## src/rtl/if_prefetch_stage.sv

```systemverilog
// Instruction-fetch stage with a DEPTH-entry prefetch buffer and credit-limited memory requests.
// Define IF_PREFETCH_PERF_EN to add the perf_stall_cycles_op/perf_dropped_op/perf_empty_cycles_op counters.
module if_prefetch_stage #(
    parameter int unsigned     XLEN     = 32,
    parameter int unsigned     DEPTH    = 4,
    parameter logic [XLEN-1:0] RESET_PC = '0
) (
    input  logic            clock,
    input  logic            reset,
    input  logic            stall_ip,
    input  logic            flush_en,
    input  logic [XLEN-1:0] flush_target_ip,
    output logic            instr_req_op,
    output logic [XLEN-1:0] instr_addr_op,
    input  logic            instr_gnt_ip,
    input  logic            instr_rvalid_ip,
    input  logic [XLEN-1:0] instr_rdata_ip,
    output logic            instr_valid_op,
    output logic [XLEN-1:0] instr_data_op,
    output logic [XLEN-1:0] instr_pc_addr_op
`ifdef IF_PREFETCH_PERF_EN
    ,
    output logic [31:0]     perf_stall_cycles_op,
    output logic [31:0]     perf_dropped_op,
    output logic [31:0]     perf_empty_cycles_op
`endif
);

    localparam int unsigned PW = $clog2(DEPTH);
    localparam int unsigned CW = $clog2(DEPTH + 1);
    localparam logic [CW-1:0]   ONE_C = CW'(1);
    localparam logic [PW-1:0]   ONE_P = PW'(1);
    localparam logic [XLEN-1:0] STEP  = XLEN'(4);

    logic [XLEN-1:0] fetch_pc_q, fetch_pc_d;
    logic [XLEN-1:0] resp_pc_q, resp_pc_d;
    logic [CW-1:0]   outst_q, outst_d;
    logic [CW-1:0]   drop_q, drop_d;
    logic [CW-1:0]   count_q, count_d;
    logic [PW-1:0]   rd_ptr_q, rd_ptr_d;
    logic [PW-1:0]   wr_ptr_q, wr_ptr_d;
    logic [XLEN-1:0] pc_mem_q [DEPTH];
    logic [XLEN-1:0] pc_mem_d [DEPTH];
    logic [XLEN-1:0] data_mem_q [DEPTH];
    logic [XLEN-1:0] data_mem_d [DEPTH];

    logic [CW:0] credit_used;
    logic        gnt_hs;
    logic        rsp_dec;
    logic        consume;
    logic        wr_en;

    // Outstanding requests and buffered entries share one credit pool, so a write can never overflow.
    assign credit_used  = {1'b0, outst_q} + {1'b0, count_q};
    assign instr_req_op = !reset && !flush_en && (credit_used < (CW + 1)'(DEPTH));
    assign instr_addr_op = fetch_pc_q;
    assign gnt_hs  = instr_req_op && instr_gnt_ip;
    assign rsp_dec = instr_rvalid_ip && (outst_q != '0);
    assign consume = instr_valid_op && !stall_ip;

    assign instr_valid_op   = (count_q != '0);
    assign instr_data_op    = data_mem_q[rd_ptr_q];
    assign instr_pc_addr_op = pc_mem_q[rd_ptr_q];

    always_comb begin
        fetch_pc_d = fetch_pc_q;
        resp_pc_d  = resp_pc_q;
        outst_d    = outst_q;
        drop_d     = drop_q;
        count_d    = count_q;
        rd_ptr_d   = rd_ptr_q;
        wr_ptr_d   = wr_ptr_q;
        pc_mem_d   = pc_mem_q;
        data_mem_d = data_mem_q;
        wr_en      = 1'b0;

        if (gnt_hs && !rsp_dec) begin
            outst_d = outst_q + ONE_C;
        end else if (!gnt_hs && rsp_dec) begin
            outst_d = outst_q - ONE_C;
        end

        if (flush_en) begin
            // No grant can happen in a flush cycle, so every still-pending response is stale.
            fetch_pc_d = flush_target_ip;
            resp_pc_d  = flush_target_ip;
            drop_d     = outst_d;
            count_d    = '0;
            rd_ptr_d   = '0;
            wr_ptr_d   = '0;
        end else begin
            if (gnt_hs) begin
                fetch_pc_d = fetch_pc_q + STEP;
            end
            if (instr_rvalid_ip) begin
                if (drop_q != '0) begin
                    drop_d = drop_q - ONE_C;
                end else begin
                    wr_en                = 1'b1;
                    pc_mem_d[wr_ptr_q]   = resp_pc_q;
                    data_mem_d[wr_ptr_q] = instr_rdata_ip;
                    wr_ptr_d             = wr_ptr_q + ONE_P;
                    resp_pc_d            = resp_pc_q + STEP;
                end
            end
            if (consume) begin
                rd_ptr_d = rd_ptr_q + ONE_P;
            end
            case ({wr_en, consume})
                2'b10:   count_d = count_q + ONE_C;
                2'b01:   count_d = count_q - ONE_C;
                default: count_d = count_q;
            endcase
        end
    end

`ifdef IF_PREFETCH_PERF_EN
    logic [31:0] perf_stall_q, perf_stall_d;
    logic [31:0] perf_drop_q, perf_drop_d;
    logic [31:0] perf_empty_q, perf_empty_d;

    always_comb begin
        perf_stall_d = perf_stall_q;
        perf_drop_d  = perf_drop_q;
        perf_empty_d = perf_empty_q;
        if (instr_valid_op && stall_ip && !(&perf_stall_q)) begin
            perf_stall_d = perf_stall_q + 32'd1;
        end
        if (instr_rvalid_ip && (flush_en || (drop_q != '0)) && !(&perf_drop_q)) begin
            perf_drop_d = perf_drop_q + 32'd1;
        end
        if (!instr_valid_op && !flush_en && !(&perf_empty_q)) begin
            perf_empty_d = perf_empty_q + 32'd1;
        end
    end

    always_ff @(posedge clock) begin
        if (reset) begin
            perf_stall_q <= '0;
            perf_drop_q  <= '0;
            perf_empty_q <= '0;
        end else begin
            perf_stall_q <= perf_stall_d;
            perf_drop_q  <= perf_drop_d;
            perf_empty_q <= perf_empty_d;
        end
    end

    assign perf_stall_cycles_op = perf_stall_q;
    assign perf_dropped_op      = perf_drop_q;
    assign perf_empty_cycles_op = perf_empty_q;
`endif

    always_ff @(posedge clock) begin
        if (reset) begin
            fetch_pc_q <= RESET_PC;
            resp_pc_q  <= RESET_PC;
            outst_q    <= '0;
            drop_q     <= '0;
            count_q    <= '0;
            rd_ptr_q   <= '0;
            wr_ptr_q   <= '0;
            for (int unsigned i = 0; i < DEPTH; i++) begin
                pc_mem_q[i]   <= '0;
                data_mem_q[i] <= '0;
            end
        end else begin
            fetch_pc_q <= fetch_pc_d;
            resp_pc_q  <= resp_pc_d;
            outst_q    <= outst_d;
            drop_q     <= drop_d;
            count_q    <= count_d;
            rd_ptr_q   <= rd_ptr_d;
            wr_ptr_q   <= wr_ptr_d;
            pc_mem_q   <= pc_mem_d;
            data_mem_q <= data_mem_d;
        end
    end

endmodule

```

## config.mk

```make
export PLATFORM = sky130hd
export DESIGN_NAME = if_prefetch_stage
export DESIGN_NICKNAME = d
export VERILOG_FILES = /design/src/rtl/if_prefetch_stage.sv
export SDC_FILE = /design/constraint.sdc
export NUM_CORES = 1
export LEC_CHECK = 0
export CORE_MARGIN = 2
export CORE_UTILIZATION = 56
export DETAILED_ROUTE_END_ITERATION = 10
export MAX_ROUTING_LAYER = met4
export PLACE_DENSITY_LB_ADDON = 0.15
export SYNTH_ARGS = -nofsm -noshare
export SYNTH_HDL_FRONTEND = slang
export SYNTH_SLANG_ARGS = --single-unit
```

## constraint.sdc

```tcl
create_clock -name clock -period 2.6 [get_ports clock]
set_input_delay 0.65 -clock clock [delete_from_list [all_inputs] [get_ports clock]]
set_output_delay 0.65 -clock clock [all_outputs]
set_load 0.01 [all_outputs]
```

==> metrics.md, run 1 <==
| Metric | Value |
|---|---|
| Status | `complete, but fails checks` |
| Failing checks | `setup timing` |
| Kind of critical path | `reg -> out` |
| Final GP Congestion | `a little under 0.9` |
| Vias in the first global route | `around 12000` |
| Top Family by Delay on Critical Path | `buffers and inverters` |
| PwrDens | `~670 nW/um2` |
| Startpoint Class | `register` |
| Tmin final | `2620 ps` |
| Crit-path max FO | `8` |
| Post-synth top area cell | `dfxtp_1` |
| Leak | `6.42 nW` |
| Vias/cell | `5.77` |
| CTS HTree Levels | `2` |
| P&R area growth vs syn | `24.9%` |
| Synth warnings | `0` |
| EDFF count, synth | `0` |
| Synth Area in Simple Gates | `0.212` |
| Largest cells by area after synthesis | `dfxtp_1 46%, nand2_1 14%, mux4_2 9.9%` |
| Worst-case clock buffer depth | `3` |
| Cells after Synth | `1738` |
| Fill count | `a little over 2000` |
| CP peak stage delay | `540 ps` |
| Vias | `13005` |
| Post-Syn Nets | `1823` |
| # DRC | `0` |
| Die footprint | `27300 um2` |
| Router iterations before antenna repair | `6` |
| FF-to-FF setup slack | `roughly 370 ps` |
| Largest family of logic cells by synthesized area | `simple AND/OR/NAND/NOR gates` |
| Routed length per instance | `18.0 um` |
| Finished Cell Area | `18200 um2` |
| Tot GR Track Use | `0.301` |
| Later-pin clock latency in the skew report | `510 ps` |
| Initial DRC Count | `1229` |
| Post-synthesis adder-cell area fraction | `0.0141` |
| Setup violators final | `7` |
| Sequential fraction of the synthesis area | `0.457` |
| Final Cycle Share | `1.01` |
| VDD IR max | `0.000518 V` |
| Post-Route WL | `just over 40 mm` |
| Core Util, Final | `0.705` |
| Setup crit end kind | `output pin` |
| Post-synthesis xor/xnor area fraction | `0.0276` |
| Total grt overflow | `0` |
| Clock slew at reported path FFs | `60 ps` |
| Synthesized area | `about 15000 um2` |
| ANT cells | `0` |
| Number of routed nets with antenna violations | `0` |
| Fmax achieved | `about 380 MHz` |
| Slew @ Worst Pin | `853 ps` |
| Share of layout cells above drive strength 1 | `0.156` |
| Largest net degree at the start of global routing | `173` |
| DP HPWL | `25.4 mm` |
| DIE HEIGHT | `around 170 um` |
| CTS Sinks | `approximately 330` |
| Setup WS post-layout | `-20.0 ps` |
| Syn avg cell area | `8.39 um2` |
| Synth Register Bits | `333` |
| Starting Density | `0.564` |
| Crit path buffers/inverters | `4` |
| Final nets | `1981` |
| Library cells used by synthesis | `60` |
| Storage cell area | `6670 um2` |
| Worst-path cell chain | `buf_12, buf_12, buf_6, mux4_2, buf_6` |
| Mux cell area share after synthesis | `0.100` |
| Placed inst area | `17000 um2` |
| TritonCTS clock tree | `yes` |
| Hold WC Path Type | `in -> reg` |
| Compound-Gate Fraction of Synth Area | `0.143` |
| Max_cap viols | `0` |
| Ys flop type | `dfxtp_1` |
| Req. time, crit path | `1950 ps` |
| Initial antenna violation count | `0` |
| FP Rows | `59` |
| Core ar. | `25800 um2` |
| Crit path max-delay cell type | `mux4_2` |
| First-pass GRT wire length | `roughly 64 mm` |
| Worst slew margin | `0.431` |
| Unrepaired setup endpoints after global routing | `yes` |
| IO Pins | `168` |
| Ys async rst share | `0` |
| Max-slew violations | `0` |
| Root buffer cell | `clkbuf_16` |
| CTS Hold Bufs | `0` |
| Total CTS buffers | `36` |
| Worst path arrival time | `slightly below 2000 ps` |
| Fin. Hold Viols | `0` |
| IO Port Bufs | `167` |
| Area share of the largest cell type after synthesis | `0.457` |
| Clk_skew | `18.8 ps` |
| Die Wd | `165 um` |
| Multi-input gate area | `7250 um2` |
-- worst reg2reg max path: cells and delay by family (launching register included) --
| kind | cells | cell delay, ps |
|---|---|---|
| DFF | 1 | 580 |
| xor gates and xnor gates | 1 | 90 |
| AOI/OAI and AO/OA | 1 | 270 |
| and+or+nand+nor | 3 | 1170 |
-- logic make-up (layout without fill, tap and decap cells) --
kind of cell / Yosys count / in the layout
AO/OA/AOI/OAI: 379 / 379
XOR/XNOR: 46 / 46
adder cells (fa/ha/maj): 16 / 16
buffers and inverters: 171 / 351
flip-flops: 333 / 333
multiplexers: 66 / 66
AND/OR/NAND/NOR: 727 / 727
-- state kept, by name (all words and copies together), names as in the netlist --
| signal | cells |
|---|---|
| outst_q | 3 |
| data_mem_q | 128 |
| rd_ptr_q | 2 |
| wr_ptr_q | 2 |
| instr_addr_op | 32 |
| drop_q | 3 |
| count_q | 3 |
| pc_mem_q | 128 |
| resp_pc_q | 32 |
-- where the power goes --
group | total [mW] | leakage [nW] | internal [mW] | switching [mW]
registers | 5.49 | 2.70 | 5.29 | 0.193
clock network | 4.97 | 0.566 | 2.96 | 2.00
logic | 1.66 | 3.15 | 0.762 | 0.902
-- through the flow --
stage | worst slack (ps) | TNS, ps | hold WS (ps) | std cells | power, mW
2_1_floorplan | 277 | 0 | 433 | 1738 | 6.48
3_3_place_gp | -30.3 | -124 | 438 | 2174 | 7.21
3_5_place_dp | -69.1 | -406 | 443 | 2174 | 7.24
4_1_cts | -283 | -2010 | 321 | 2245 | 12.2
5_1_grt | -49.7 | -571 | 324 | 2253 | 12.6
6_report | -20.0 | -57.9 | 329 | 2253 | 12.1
-- layout make-up --
type,count,share of cell area
Sequential cell,333,0.367
Timing Repair Buffer,262,0.144
Clock buffer,49,0.0566
Inverter,29,0.00598
Clock inverter,11,0.00591
Multi-Input combinational cell,1234,0.398
Tap cell,335,0.0230
-- routing by layer --
layer	routed length, um	GRT usage
met5	0	-
met4	846	0.0776
met2	19700	0.488
met1	17200	0.401
met3	2700	0.0390
-- Yosys cell counts (4+ instances only) --
master    number
a22oi_1        4
a311oi_1       5
and3_1        14
nor2b_1        4
and4_1         6
or3_1         12
a21boi_0      11
nor4_1         4
a21oi_1      287
dfxtp_1      333
nand3_1       26
a211oi_1      16
nand2_1      560
nor4_2         4
nand4_1       19
a31oi_1       11
buf_1         13
mux4_2        64
nor3_1        10
xor2_1        16
ha_1          14
o21ai_0       18
nor3_2         4
nor2_1        44
o211ai_1       7
buf_2         17
xnor2_1       30
inv_1         28
clkbuf_1     110
-- final timing paths --
check / from / endpoint / cells past startpoint
max reg2reg: resp_pc_q[13] / resp_pc_q[27] / 5
min: reset / instr_addr_op[2] / 2
max: rd_ptr_q[0] / instr_pc_addr_op[2] / 5
min reg2reg: data_mem_q[43] / data_mem_q[43] / 2
-- cells in the final DEF, fill, tap and decap left out, types with 26 or more instances in the layout --
| cell type | Yosys | routed |
|---|---|---|
| a21oi_1 | 287 | 287 |
| buf_12 | 0 | 27 |
| buf_2 | 17 | 31 |
| buf_4 | 1 | 57 |
| clkbuf_16 | 0 | 40 |
| clkdlybuf4s50_1 | 0 | 100 |
| dfxtp_1 | 333 | 330 |
| inv_1 | 28 | 27 |
| mux4_2 | 64 | 64 |
| nand2_1 | 560 | 556 |
| nand3_1 | 26 | 26 |
| nor2_1 | 44 | 44 |
| xnor2_1 | 30 | 30 |
-- timing repair --
item / in CTS / in global routing
cloned: 0 / 3
buffers inserted: 11 / 5
endpoints found under the hold margin: 0 / 0
resized for setup: 177 / 62
setup endpoints to repair: 65 / 52
pin swaps: 1 / 1
(Power assumes the default switching activity.)
==> run 2, diff against run 1 <==
--- a/config.mk
+++ b/config.mk
@@ -5,6 +5,7 @@
 export SDC_FILE = /design/constraint.sdc
 export NUM_CORES = 1
 export LEC_CHECK = 0
+export CAP_MARGIN = 20
 export CORE_MARGIN = 2
 export CORE_UTILIZATION = 56
 export DETAILED_ROUTE_END_ITERATION = 10
==> results of run 2 <==
Final layout, timing and power as in run 1 (identical DEF).
